<file path="config.mk">
export PLATFORM = sky130hd
export DESIGN_NAME = neuron_lut_loader
export DESIGN_NICKNAME = d
export VERILOG_FILES = /design/src/rtl/neuron_lut_loader.sv
export SDC_FILE = /design/constraint.sdc
export NUM_CORES = 1
export LEC_CHECK = 0
export BUFFER_PORTS_ARGS = -buffer_cell sky130_fd_sc_hd__buf_2
export CAP_MARGIN = 0
export CORE_MARGIN = 2
export CORE_UTILIZATION = 55
export DETAILED_ROUTE_END_ITERATION = 16
export PLACE_DENSITY = 0.74
export RECOVER_POWER = 50
export SYNTH_ARGS = -nofsm -noshare
export SYNTH_HDL_FRONTEND = slang
export SYNTH_SLANG_ARGS = --single-unit
</file>
<file path="constraint.sdc">
create_clock -name clk -period 3.5 [get_ports clk]
set_input_delay 0.7 -clock clk [delete_from_list [all_inputs] [get_ports clk]]
set_output_delay 0.7 -clock clk [all_outputs]
set_load 0.02 [all_outputs]
</file>
<file path="src/rtl/neuron_lut_loader.sv">
// Run-time loadable truth-table neuron: a streamed table of 2^IN_BITS entries of OUT_BITS each,
// read through a registered M0 -> M1 lookup port.
module neuron_lut_loader #(
    parameter int IN_BITS  = 8,
    parameter int OUT_BITS = 1,
    parameter int LOAD_W   = 8
) (
    input  logic                clk,
    input  logic                rst,
    input  logic                load_start,
    input  logic [LOAD_W-1:0]   load_data,
    input  logic                load_valid,
    output logic                load_ready,
    output logic                load_done,
    output logic                busy,
    output logic                table_valid,
    input  logic [IN_BITS-1:0]  M0,
    input  logic                M0_valid,
    output logic [OUT_BITS-1:0] M1,
    output logic                M1_valid,
    output logic [1:0]          dbg_state
);

    localparam int DEPTH = 1 << IN_BITS;
    localparam int TBL_W = DEPTH * OUT_BITS;
    localparam int BEATS = TBL_W / LOAD_W;
    localparam int CNT_W = (BEATS > 1) ? $clog2(BEATS) : 1;
    localparam int IDX_W = (TBL_W > 1) ? $clog2(TBL_W) : 1;

    typedef enum logic [1:0] {
        ST_EMPTY = 2'd0,
        ST_READY = 2'd1,
        ST_LOAD  = 2'd2
    } state_e;

    // Load handshake: a beat transfers on any cycle where load_valid and load_ready are both high.
    state_e             state_q, state_d;
    logic [CNT_W-1:0]   cnt_q, cnt_d;
    logic               done_q, done_d;
    logic [TBL_W-1:0]   ram_q, ram_d;
    logic [OUT_BITS-1:0] m1_q, m1_d;
    logic               m1_valid_q, m1_valid_d;

    logic               beat_accept;
    logic               last_beat;
    logic [IDX_W-1:0]   wr_base;
    logic [IDX_W-1:0]   rd_base;

    assign beat_accept = (state_q == ST_LOAD) && load_valid;
    assign last_beat   = beat_accept && (cnt_q == CNT_W'(BEATS - 1));
    assign wr_base     = IDX_W'(cnt_q) * IDX_W'(LOAD_W);
    assign rd_base     = IDX_W'(M0) * IDX_W'(OUT_BITS);

    always_ff @(posedge clk) begin
        if (rst) begin
            state_q    <= ST_EMPTY;
            cnt_q      <= '0;
            done_q     <= 1'b0;
            m1_q       <= '0;
            m1_valid_q <= 1'b0;
        end else begin
            state_q    <= state_d;
            cnt_q      <= cnt_d;
            done_q     <= done_d;
            m1_q       <= m1_d;
            m1_valid_q <= m1_valid_d;
        end
    end

    // Table storage is deliberately left out of reset so it maps onto distributed RAM.
    always_ff @(posedge clk) begin
        ram_q <= ram_d;
    end

    always_comb begin
        state_d = state_q;
        cnt_d   = cnt_q;
        done_d  = 1'b0;
        unique case (state_q)
            ST_EMPTY, ST_READY: begin
                if (load_start) begin
                    state_d = ST_LOAD;
                    cnt_d   = '0;
                end
            end
            ST_LOAD: begin
                if (beat_accept) begin
                    cnt_d = cnt_q + CNT_W'(1);
                end
                if (last_beat) begin
                    state_d = ST_READY;
                    cnt_d   = '0;
                    done_d  = 1'b1;
                end
            end
            default: state_d = ST_EMPTY;
        endcase
    end

    always_comb begin
        load_ready  = (state_q == ST_LOAD);
        busy        = (state_q == ST_LOAD);
        table_valid = (state_q == ST_READY);
        load_done   = done_q;
        dbg_state   = state_q;
    end

    always_comb begin
        ram_d = ram_q;
        if (beat_accept) begin
            ram_d[wr_base +: LOAD_W] = load_data;
        end
    end

    // A lookup only sees table contents once the table is fully resident; otherwise it returns zero.
    always_comb begin
        m1_d       = m1_q;
        m1_valid_d = M0_valid;
        if (M0_valid) begin
            m1_d = (state_q == ST_READY) ? ram_q[rd_base +: OUT_BITS] : '0;
        end
    end

    assign M1       = m1_q;
    assign M1_valid = m1_valid_q;

endmodule

</file>
==> out/results.md <==
Run status
* result of the run: finished, final reports clean

Final layout
* number of nets at the end of the flow: 1,042
* Finished Cell Area: 0.0137 sq mm
* Area Overhead vs Synth: 11.0%
* total inserted antenna cells: 0
* fraction of final layout cells with drive strength greater than 1: 13.4%

Clock tree
* TritonCTS clock tree: built
* number of hold-repair buffers added at the cts stage: 0
* clock root buffer master: sky130_fd_sc_hd__clkbuf_16
* number of buffers added for setup after CTS: 0
* clock transition time at the flip-flop clock pins of the worst setup and hold paths: 0.06 ns
* H-tree Lvls: 1
* number of instances resized during post-cts repair: 0
* clock sink count: 266
* number of buffers created by CTS: 28
* worst skew pair latency: 0.54 ns
* Max Buffers Root-to-Sink: 3

Die
* Die Area: 0.0237 sq mm
* height of the die: 154 um
* initial core utilization: 56.4%
* number of placement rows: 54
* Die X-Extent: 154 um
* I/O pins: 29
* core outline area: 0.0220 sq mm

Power
* power density over cell area: 500 mW/mm^2
* post-layout total power: 6870 uW
* Worst IR Drop VDD: 337 uV
* static leakage: 0.00426 uW

Global routing
* largest net degree at the start of global routing: 50
* initial antenna violation count: 0
* global-route wire length before repair: 47.7 mm
* gr usage total: 26.7%
* grt total ovfl: 0
* number of global-route vias before repair: 8,225

STA
* final hold vios: 0
* final count of pins violating max slew: 0
* Post-Route Setup TNS: 0 ns
* Fin Clk Skew: 0.00687 ns
* Max-Slew Margin vs Limit: 26.1%
* portion of the clock cycle consumed by the worst path in the final layout: 86.8%
* Finish-stage setup viols: 0
* slew of the pin with the lowest slew margin: 1.11 ns
* final critical-path required period: 3.04 ns
* peak clock frequency supported by timing: 329 MHz
* unrepaired setup endpoints after global routing: false

Routing
* remaining antenna violation count: 0
* Pre-antenna DRT Iters: 6
* Vias/cell: 6.20
* wire length reported by the detailed router: 31.1 mm
* DRC Markers: 0
* wire length per cell: 23.6 um
* iteration-0 DRC count of the detailed router: 1,025
* vias after detailed routing: 8,159

Synth
* number of nets in the synthesized netlist: 997
* proportion of register bits with asynchronous set or reset after synthesis: 0%
* Post-Synthesis Cells: 970
* number of enable flip-flop cells after synthesis: 256
* sequential fraction of the synthesis area: 63.7%
* Yosys cell types: 61
* Synth Cell Area: 0.0124 sq mm
* commonest register cell after synthesis: sky130_fd_sc_hd__edfxtp_1
* synthesized area per cell: 12.8 sq um
* Synth Warn #: 0
* FF+latch count, synth: 266

Placement
* standard cell area after detailed placement: 0.0129 sq mm
* half-perimeter wire length after detailed placement: 21.0 mm
* Final Wtd Congestion: 0.883
* number of port buffers: 28

Hold path
* Worst Hold Depth: 3
* Worst Hold Path EP: dbg_state[0]
* Hold Path Class: primary input to flip-flop
* worst min-delay path startpoint: load_start

Worst setup path
* Worst EP arrival: 3.22 ns
* Crit Path Class: flip-flop to flip-flop
* worst reg-to-reg setup slack: 0.46 ns
* Critical Path Sink Type: flip-flop
* startpoint of the most critical register-to-register path: cnt_q[1]
* Worst R2R End: ram_q[135]
* slowest cell delay on critical path: 0.64 ns
* CP max-delay cell: sky130_fd_sc_hd__nor2b_1
* kind of start point of the critical path: flip-flop
* required time of the worst setup path: 3.68 ns
* length in cells of the worst reg-to-reg path: 7
* highest net fanout along the worst path: 9
* crit path cell chain: inv_1 > ha_1 > xor2_1 > nand2_1 > nor4_2 > clkbuf_1 > nor2b_1

Run
* number of max-capacitance violations reported: 0

## placed cells by master (no fill, tap or decap), types with 14 or more instances in the layout
cell type and n:
sky130_fd_sc_hd__clkbuf_1 27, sky130_fd_sc_hd__edfxtp_1 256, sky130_fd_sc_hd__nand2_1 97, sky130_fd_sc_hd__buf_2 17, sky130_fd_sc_hd__and2_0 26, sky130_fd_sc_hd__nand3_1 14, sky130_fd_sc_hd__and2_1 43, sky130_fd_sc_hd__clkbuf_16 29
sky130_fd_sc_hd__mux4_2 35, sky130_fd_sc_hd__buf_4 32, sky130_fd_sc_hd__nor2_1 255, sky130_fd_sc_hd__mux2i_1 39
## through the flow
step | utilization, % | cells | worst slack, ns | hold WS (ns)
3_5_place_dp | 58.7 | 1265 | 0.388 | 0.509
3_3_place_gp | 58.7 | 1265 | 0.427 | 0.487
2_1_floorplan | - | 970 | 0.702 | 0.515
5_1_grt | 62.5 | 1317 | 0.206 | 0.455
6_report | 62.5 | 1317 | 0.461 | 0.446
4_1_cts | 62.8 | 1317 | 0.639 | 0.437
## critical path: cells and delay by family (launching register included)
family / cells / cell delay [ns]
buf+inv: 2 / 0.42
xor+xnor: 1 / 0.53
fa+ha+maj: 1 / 0.26
flops: 1 / 0.50
simple gates: 3 / 0.97
## routing by layer
metal | GRT usage (%) | wire length, um | vias to the layer above
met2 | 43.0 | 14700 | 471
met4 | 11.8 | 1350 | 0
met3 | 5.10 | 3230 | 101
li1 | - | - | 3606
met5 | 0 | 0 | -
met1 | 35.9 | 11800 | 3981
## worst max path at each step
stage | from | end | slack, ns | cells past startpoint
floorplan | cnt_q[0] | ram_q[128] | 0.70 | 9
global placement | M0[0] | M1 | 0.43 | 8
detailed placement | M0[0] | M1 | 0.39 | 8
CTS | cnt_q[1] | ram_q[135] | 0.64 | 7
global route | cnt_q[1] | ram_q[135] | 0.21 | 7
finish | cnt_q[1] | ram_q[135] | 0.46 | 7
## flip-flops by register name, summed over array words and instances, names as in the netlist
name,count
M1,1
M1_valid,1
cnt_q,5
dbg_state,2
load_done,1
ram_q,256
## kinds of logic (layout without fill, tap and decap cells)
kind of cell | after synthesis | after routing | share of synthesized area, %
buffers and inverters | 67 | 134 | 2.96
multiplexers | 87 | 87 | 11.6
AO/OA/AOI/OAI | 62 | 62 | 3.80
AND/OR/NAND/NOR | 475 | 475 | 16.8
flip-flops | 266 | 266 | 63.7
adder cells (fa/ha/maj) | 6 | 6 | 0.607
XOR/XNOR | 7 | 7 | 0.495
## power breakdown
| group | internal, uW | switching, uW |
|---|---|---|
| registers | 3460 | 4.67 |
| logic | 132 | 349 |
| clock network | 1730 | 1210 |
## cells in the mapped netlist, types with 6 or more instances
library cell | count | share of area, %
sky130_fd_sc_hd__o22ai_1 | 8 | 0.40
sky130_fd_sc_hd__mux2i_1 | 39 | 3.2
sky130_fd_sc_hd__o221ai_1 | 6 | 0.42
sky130_fd_sc_hd__inv_1 | 7 | 0.21
sky130_fd_sc_hd__nand2_1 | 97 | 2.9
sky130_fd_sc_hd__buf_4 | 8 | 0.49
sky130_fd_sc_hd__and2_1 | 69 | 3.5
sky130_fd_sc_hd__dfxtp_1 | 10 | 1.6
sky130_fd_sc_hd__mux4_2 | 35 | 6.4
sky130_fd_sc_hd__nor2_1 | 255 | 7.7
sky130_fd_sc_hd__mux2_2 | 6 | 0.55
sky130_fd_sc_hd__nor2b_1 | 9 | 0.45
sky130_fd_sc_hd__mux4_1 | 7 | 1.5
sky130_fd_sc_hd__a211oi_1 | 8 | 0.49
sky130_fd_sc_hd__clkbuf_1 | 31 | 0.94
sky130_fd_sc_hd__nand3_1 | 14 | 0.57
sky130_fd_sc_hd__edfxtp_1 | 256 | 62
sky130_fd_sc_hd__ha_1 | 6 | 0.61
sky130_fd_sc_hd__nor3_1 | 7 | 0.28
sky130_fd_sc_hd__buf_6 | 8 | 0.73
## final cells by class
cell class	count	area (sq um)
fill	1662	8230
sequential	266	7890
multi-input combinational	637	4120
clock buffer	34	744
timing repair buffer	74	438
tap	280	350
clock inverter	18	161
inverter	8	30.0
(Power assumes the default switching activity.)
